$ cat config.mk
export PLATFORM = sky130hd
export DESIGN_NAME = coin_acceptor
export DESIGN_NICKNAME = d
export VERILOG_FILES = /design/src/rtl/coin_pkg.sv /design/src/rtl/coin_debouncer.sv /design/src/rtl/coin_acceptor.sv
export SDC_FILE = /design/constraint.sdc
export NUM_CORES = 1
export LEC_CHECK = 0
export BUFFER_PORTS_ARGS = -buffer_cell sky130_fd_sc_hd__buf_2
export CORE_MARGIN = 2
export CORE_UTILIZATION = 35
export CTS_BUF_LIST = sky130_fd_sc_hd__clkbuf_2
export DETAILED_ROUTE_END_ITERATION = 8
export PLACE_DENSITY_LB_ADDON = 0.3
export SLEW_MARGIN = 5
export SYNTH_ARGS = -nofsm -noshare
export SYNTH_HDL_FRONTEND = slang
export SYNTH_HIERARCHICAL = 1
export SYNTH_SLANG_ARGS = --single-unit
$ cat constraint.sdc
create_clock -name clockFPGA -period 1.86 [get_ports clockFPGA]
set_input_delay 0.372 -clock clockFPGA [delete_from_list [all_inputs] [get_ports clockFPGA]]
set_output_delay 0.372 -clock clockFPGA [all_outputs]
set_load 0.05 [all_outputs]
$ cat src/rtl/coin_pkg.sv
// Shared types and defaults for the coin acceptor and its per-channel debouncers.
package coin_pkg;

  typedef enum logic [1:0] {
    IDLE         = 2'd0,
    PRESS_WAIT   = 2'd1,
    HELD         = 2'd2,
    RELEASE_WAIT = 2'd3
  } coin_state_e;

  localparam int DEBOUNCE_CYCLES_DEF = 500000;
  localparam int CNT_W_DEF           = 20;

endpackage

$ cat src/rtl/coin_debouncer.sv
// One coin channel: 2-flop synchronizer, press/release debounce FSM and counter.
// qualify_o is a single-cycle event on the edge where a press is accepted as stable.
module coin_debouncer
  import coin_pkg::*;
#(
  parameter int DEBOUNCE_CYCLES = DEBOUNCE_CYCLES_DEF,
  parameter int CNT_W           = CNT_W_DEF
) (
  input  logic        clk_i,
  input  logic        rst_i,
  input  logic        sensor_i,
  output logic        qualify_o,
  output coin_state_e state_o
);

  localparam logic [CNT_W-1:0] CNT_LAST = CNT_W'(DEBOUNCE_CYCLES - 1);

  logic              sync1_q;
  logic              sync2_q;
  coin_state_e       state_q;
  coin_state_e       state_d;
  logic [CNT_W-1:0]  cnt_q;
  logic [CNT_W-1:0]  cnt_d;

  always_ff @(posedge clk_i or posedge rst_i) begin
    if (rst_i) begin
      sync1_q <= 1'b0;
      sync2_q <= 1'b0;
      state_q <= IDLE;
      cnt_q   <= '0;
    end else begin
      sync1_q <= sensor_i;
      sync2_q <= sync1_q;
      state_q <= state_d;
      cnt_q   <= cnt_d;
    end
  end

  // The counter only advances below CNT_LAST, so it saturates rather than wraps.
  always_comb begin
    state_d   = state_q;
    cnt_d     = cnt_q;
    qualify_o = 1'b0;
    case (state_q)
      IDLE: begin
        if (sync2_q) begin
          state_d = PRESS_WAIT;
          cnt_d   = '0;
        end
      end
      PRESS_WAIT: begin
        if (!sync2_q) begin
          state_d = IDLE;
        end else if (cnt_q >= CNT_LAST) begin
          state_d   = HELD;
          qualify_o = 1'b1;
        end else begin
          cnt_d = cnt_q + 1'b1;
        end
      end
      HELD: begin
        if (!sync2_q) begin
          state_d = RELEASE_WAIT;
          cnt_d   = '0;
        end
      end
      RELEASE_WAIT: begin
        if (sync2_q) begin
          state_d = HELD;
        end else if (cnt_q >= CNT_LAST) begin
          state_d = IDLE;
        end else begin
          cnt_d = cnt_q + 1'b1;
        end
      end
      default: begin
        state_d = IDLE;
        cnt_d   = '0;
      end
    endcase
  end

  assign state_o = state_q;

endmodule

$ cat src/rtl/coin_acceptor.sv
// Two-channel coin acceptor: debounced 100/500 coin switches, pending flags,
// a 500-first output arbiter and a single-cycle reject pulse for the return gate.
module coin_acceptor
  import coin_pkg::*;
#(
  parameter int DEBOUNCE_CYCLES = DEBOUNCE_CYCLES_DEF,
  parameter int CNT_W           = CNT_W_DEF
) (
  input  logic clockFPGA,
  input  logic reset,
  input  logic sensor100,
  input  logic sensor500,
  input  logic aceptar,
  output logic moneda100,
  output logic moneda500,
  output logic rechazo
);

  logic        qual100;
  logic        qual500;
  coin_state_e state100;
  coin_state_e state500;

  logic pend100_q, pend100_d;
  logic pend500_q, pend500_d;
  logic moneda100_q, moneda100_d;
  logic moneda500_q, moneda500_d;
  logic rechazo_q, rechazo_d;

  logic want100;
  logic want500;

  coin_debouncer #(
    .DEBOUNCE_CYCLES (DEBOUNCE_CYCLES),
    .CNT_W           (CNT_W)
  ) u_deb100 (
    .clk_i     (clockFPGA),
    .rst_i     (reset),
    .sensor_i  (sensor100),
    .qualify_o (qual100),
    .state_o   (state100)
  );

  coin_debouncer #(
    .DEBOUNCE_CYCLES (DEBOUNCE_CYCLES),
    .CNT_W           (CNT_W)
  ) u_deb500 (
    .clk_i     (clockFPGA),
    .rst_i     (reset),
    .sensor_i  (sensor500),
    .qualify_o (qual500),
    .state_o   (state500)
  );

  // A coin qualified this cycle joins the pending set immediately so the pulse
  // lands on the qualifying edge; whatever is not granted stays pending.
  always_comb begin
    want500     = pend500_q | (qual500 & aceptar);
    want100     = pend100_q | (qual100 & aceptar);
    moneda500_d = want500;
    moneda100_d = want100 & ~want500;
    pend500_d   = want500 & ~moneda500_d;
    pend100_d   = want100 & ~moneda100_d;
    rechazo_d   = (qual100 | qual500) & ~aceptar;
  end

  always_ff @(posedge clockFPGA or posedge reset) begin
    if (reset) begin
      pend100_q   <= 1'b0;
      pend500_q   <= 1'b0;
      moneda100_q <= 1'b0;
      moneda500_q <= 1'b0;
      rechazo_q   <= 1'b0;
    end else begin
      pend100_q   <= pend100_d;
      pend500_q   <= pend500_d;
      moneda100_q <= moneda100_d;
      moneda500_q <= moneda500_d;
      rechazo_q   <= rechazo_d;
    end
  end

  assign moneda100 = moneda100_q;
  assign moneda500 = moneda500_q;
  assign rechazo   = rechazo_q;

endmodule

==> results.json <==
{
  "worstHoldPathType": "in2reg",
  "setup_viol_count_final": 20,
  "synth_enable_flop_cells": 0,
  "number_of_standard_cell_rows_in_the_floorplan": 33,
  "grt_pass1_vias": 2409,
  "wirelength_um": 6910,
  "start_util_pct": 36.0,
  "worst_hold_startpoint": "aceptar",
  "synth.distinct_cells": 42,
  "synth-adder-area-share_pct": 0.846,
  "mean_syn_cell_area_sq_um": 9.70,
  "max_clock_freq_ghz": 0.501,
  "layout.nets": 385,
  "finalWorstSetupSlack_ns": -0.138,
  "synth_top_area_share_pct": 44.0,
  "global_route.usage.total_pct": 16.0,
  "remaining_drc_errors": 0,
  "post_synth_inst_count": 305,
  "layout_area_growth_over_synthesis_pct": 33.3,
  "worstSkewPairLatency_ns": 0.44,
  "synth_fp_nets": 312,
  "chipHeight_um": 96.0,
  "finClkSkew_ns": 0.0275,
  "violated_checks": "setup timing",
  "finalHoldViolations": 0,
  "post_synthesis_compound_gate_area_fraction_pct": 11.2,
  "post-synth-top-area-cell": "sky130_fd_sc_hd__dfrtp_1",
  "synth_most_common_cell": "sky130_fd_sc_hd__dfrtp_1",
  "grt_setup_unrepaired": "true",
  "dr_total_vias": 2570,
  "preCtsSetupSlack_ns": -0.0962,
  "p_leak_nw": 1.69,
  "io_buffers": 7,
  "drt_pre_antenna_iters": 4,
  "routabilityCongestion": 0.860,
  "timing.hold.ws_ns": 0.102,
  "post_drt_via_cell_ratio": 5.31,
  "worst_slew_margin_rel_pct": 59.4,
  "place.detailed.hpwl_um": 4770,
  "final_design_area_no_fill_sq_um": 3950,
  "critical_path_arrival_ns": 2.37,
  "ctsHtreeMaxLevel": 2,
  "grt_start_max_net_pins": 25,
  "regToRegStartpoint": "u_deb500/cnt_q[10]",
  "critical_path_class": "reg2reg",
  "post_synth_main_area_contributors": "sky130_fd_sc_hd__dfrtp_1 44%, sky130_fd_sc_hd__nand2_1 5.1%, sky130_fd_sc_hd__mux2i_1 4.7%",
  "synth_common_cells": "52 x sky130_fd_sc_hd__dfrtp_1, 40 x sky130_fd_sc_hd__nand2_1, 22 x sky130_fd_sc_hd__nand3_1",
  "final_antenna_net_count": 0,
  "synth.ff_latch_count": 52,
  "max-vdd-ir-drop_mv": 0.440,
  "combinational_family_with_the_most_area_after_synthesis": "simple AND/OR/NAND/NOR gates",
  "post_dp_cell_area_sq_um": 3530,
  "path_clk_slew_ns": 0.24,
  "grt_antenna_before_repair": 0,
  "diodes": 0,
  "cts_tree": "yes",
  "finalCoreUtilization_pct": 48.0,
  "synth_async_sr_flop_share_pct": 100,
  "tightest_slew_ns": 0.606,
  "post-route-period-util_pct": 107,
  "synthMuxAreaShare_pct": 5.50,
  "die_w_um": 96.0,
  "synth.cell_area_sq_um": 2960,
  "grt_pass1_wl_um": 11600,
  "status": "finished with violations",
  "yosys_warnings": 6,
  "max_cap_violations": 0,
  "setup.worst_path.start_class": "flip-flop",
  "drt-initial-drc-count": 133,
  "timing.critical_path.required_ns": 2.24,
  "drt-wirelength-per-cell_um": 14.3,
  "powerDensity_nw_per_um2": 461,
  "ios": 8,
  "timing_max_transition_violations_final": 0,
  "clk_root_buffer_cell": "sky130_fd_sc_hd__clkbuf_2",
  "cts_inserted_buffers": 5,
  "fraction_of_layout_instances_using_a_drive_strength_above_1_pct": 37.7,
  "critical_path_peak_fanout": 10,
  "crit_start": "u_deb500/cnt_q[10]",
  "layout_min_cycle_time_ns": 2.00,
  "fp.dieArea_sq_um": 9210,
  "core_area_sq_um": 8220,
  "synthFlopType": "sky130_fd_sc_hd__dfrtp_1",
  "post_synth_and_or_nand_nor_area_fraction_pct": 33.6,
  "cts_num_sinks": 52,
  "synthXorXnorAreaFrac_pct": 1.18,
  "yosysSeqAreaShare_pct": 44.0,
  "gr-total-overflow": 0,
  "cp-end-kind": "flip-flop",
  "clock_path_buffers": 2
}
-- cell type report --
| class | instances | area (sq um) |
|---|---|---|
| Multi-Input combinational cell | 230 | 1820 |
| Clock inverter | 1 | 3.75 |
| Inverter | 7 | 26.3 |
| Clock buffer | 7 | 35.0 |
| Tap cell | 105 | 131 |
| Sequential cell | 52 | 1300 |
| Timing Repair Buffer | 82 | 622 |
| Fill cell | 750 | 4270 |
-- stage by stage --
| step | TNS (ns) | instances | power (W) |
|---|---|---|---|
| after floorplan | -0.163 | 305 | 0.00129 |
| after global placement | -0.307 | 458 | 0.00137 |
| after CTS | -1.21 | 478 | 0.00184 |
| after global routing | -3.59 | 484 | 0.00190 |
| after detailed placement | -1.00 | 458 | 0.00137 |
| final | -1.39 | 484 | 0.00182 |
-- where the power goes --
group / internal (W) / switching [W] / total (W)
combinational: 0.0000822 / 0.000114 / 0.000196
clock: 0.000100 / 0.000346 / 0.000446
sequential: 0.00116 / 0.0000186 / 0.00117
-- flip-flops by register name, summed over array words and instances (netlist names), named ones only --
| name | flops |
|---|---|
| u_deb100/cnt_q | 20 |
| u_deb500/cnt_q | 20 |
| moneda100 | 1 |
| moneda500 | 1 |
| pend100_q | 1 |
| rechazo | 1 |
| u_deb100/state_o | 1 |
| u_deb100/sync1_q | 1 |
| u_deb100/sync2_q | 1 |
| u_deb500/state_o | 1 |
| u_deb500/sync1_q | 1 |
| u_deb500/sync2_q | 1 |
-- kinds of logic after synthesis --
| kind of cell | after synthesis |
|---|---|
| xor+xnor | 4 |
| fa+ha+maj | 2 |
| mux | 16 |
| flops | 52 |
| buf+inv | 23 |
| compound gates | 48 |
| simple gates | 160 |
-- critical path: stages (launching register included) --
cell and delay [ns]:
sky130_fd_sc_hd__dfrtp_1 0.43, sky130_fd_sc_hd__or3_4 0.42, sky130_fd_sc_hd__nor3_4 0.23, sky130_fd_sc_hd__o21ai_4 0.09, sky130_fd_sc_hd__buf_4 0.17, sky130_fd_sc_hd__or4_1 0.49, sky130_fd_sc_hd__o21ai_1 0.10
-- cells in the final DEF (no fill, tap or decap), types with 8 or more instances in the layout --
cell,n
sky130_fd_sc_hd__buf_4,66
sky130_fd_sc_hd__nand2_1,38
sky130_fd_sc_hd__nand3_1,22
sky130_fd_sc_hd__nor4_4,8
sky130_fd_sc_hd__nand2b_1,14
sky130_fd_sc_hd__buf_2,8
sky130_fd_sc_hd__dfrtp_1,51
sky130_fd_sc_hd__mux2i_1,14
sky130_fd_sc_hd__nand4_1,10
sky130_fd_sc_hd__nor2_1,15
-- routing by layer --
metal,vias up,GRT usage (%),wire [um]
li1,1282,-,-
met4,0,3.93,85
met3,6,1.64,143
met1,1246,23.9,3460
met5,-,0,0
met2,36,25.1,3210
-- path summary, 6_finish.rpt --
check,endpoint,slack [ns],cells past startpoint
worst max-delay path,u_deb500/cnt_q[3],-0.14,6
worst min-delay path,rechazo,0.10,2
worst max register to register,u_deb500/cnt_q[3],-0.14,6
worst min register to register,u_deb500/sync2_q,0.39,0
max in group asynchronous,u_deb500/cnt_q[12],1.11,4
min in group asynchronous,pend100_q,0.34,3
-- timing repair --
action / CTS / global route
hold endpoints to repair: 53 / 1
resized for setup: 17 / 31
gates cloned: 0 / 1
hold buffers: 2 / 1
pin swaps: 14 / 22
setup buffers: 10 / 4
setup endpoints to repair: 31 / 36
No activity file was read; power rests on OpenSTA's default activity.
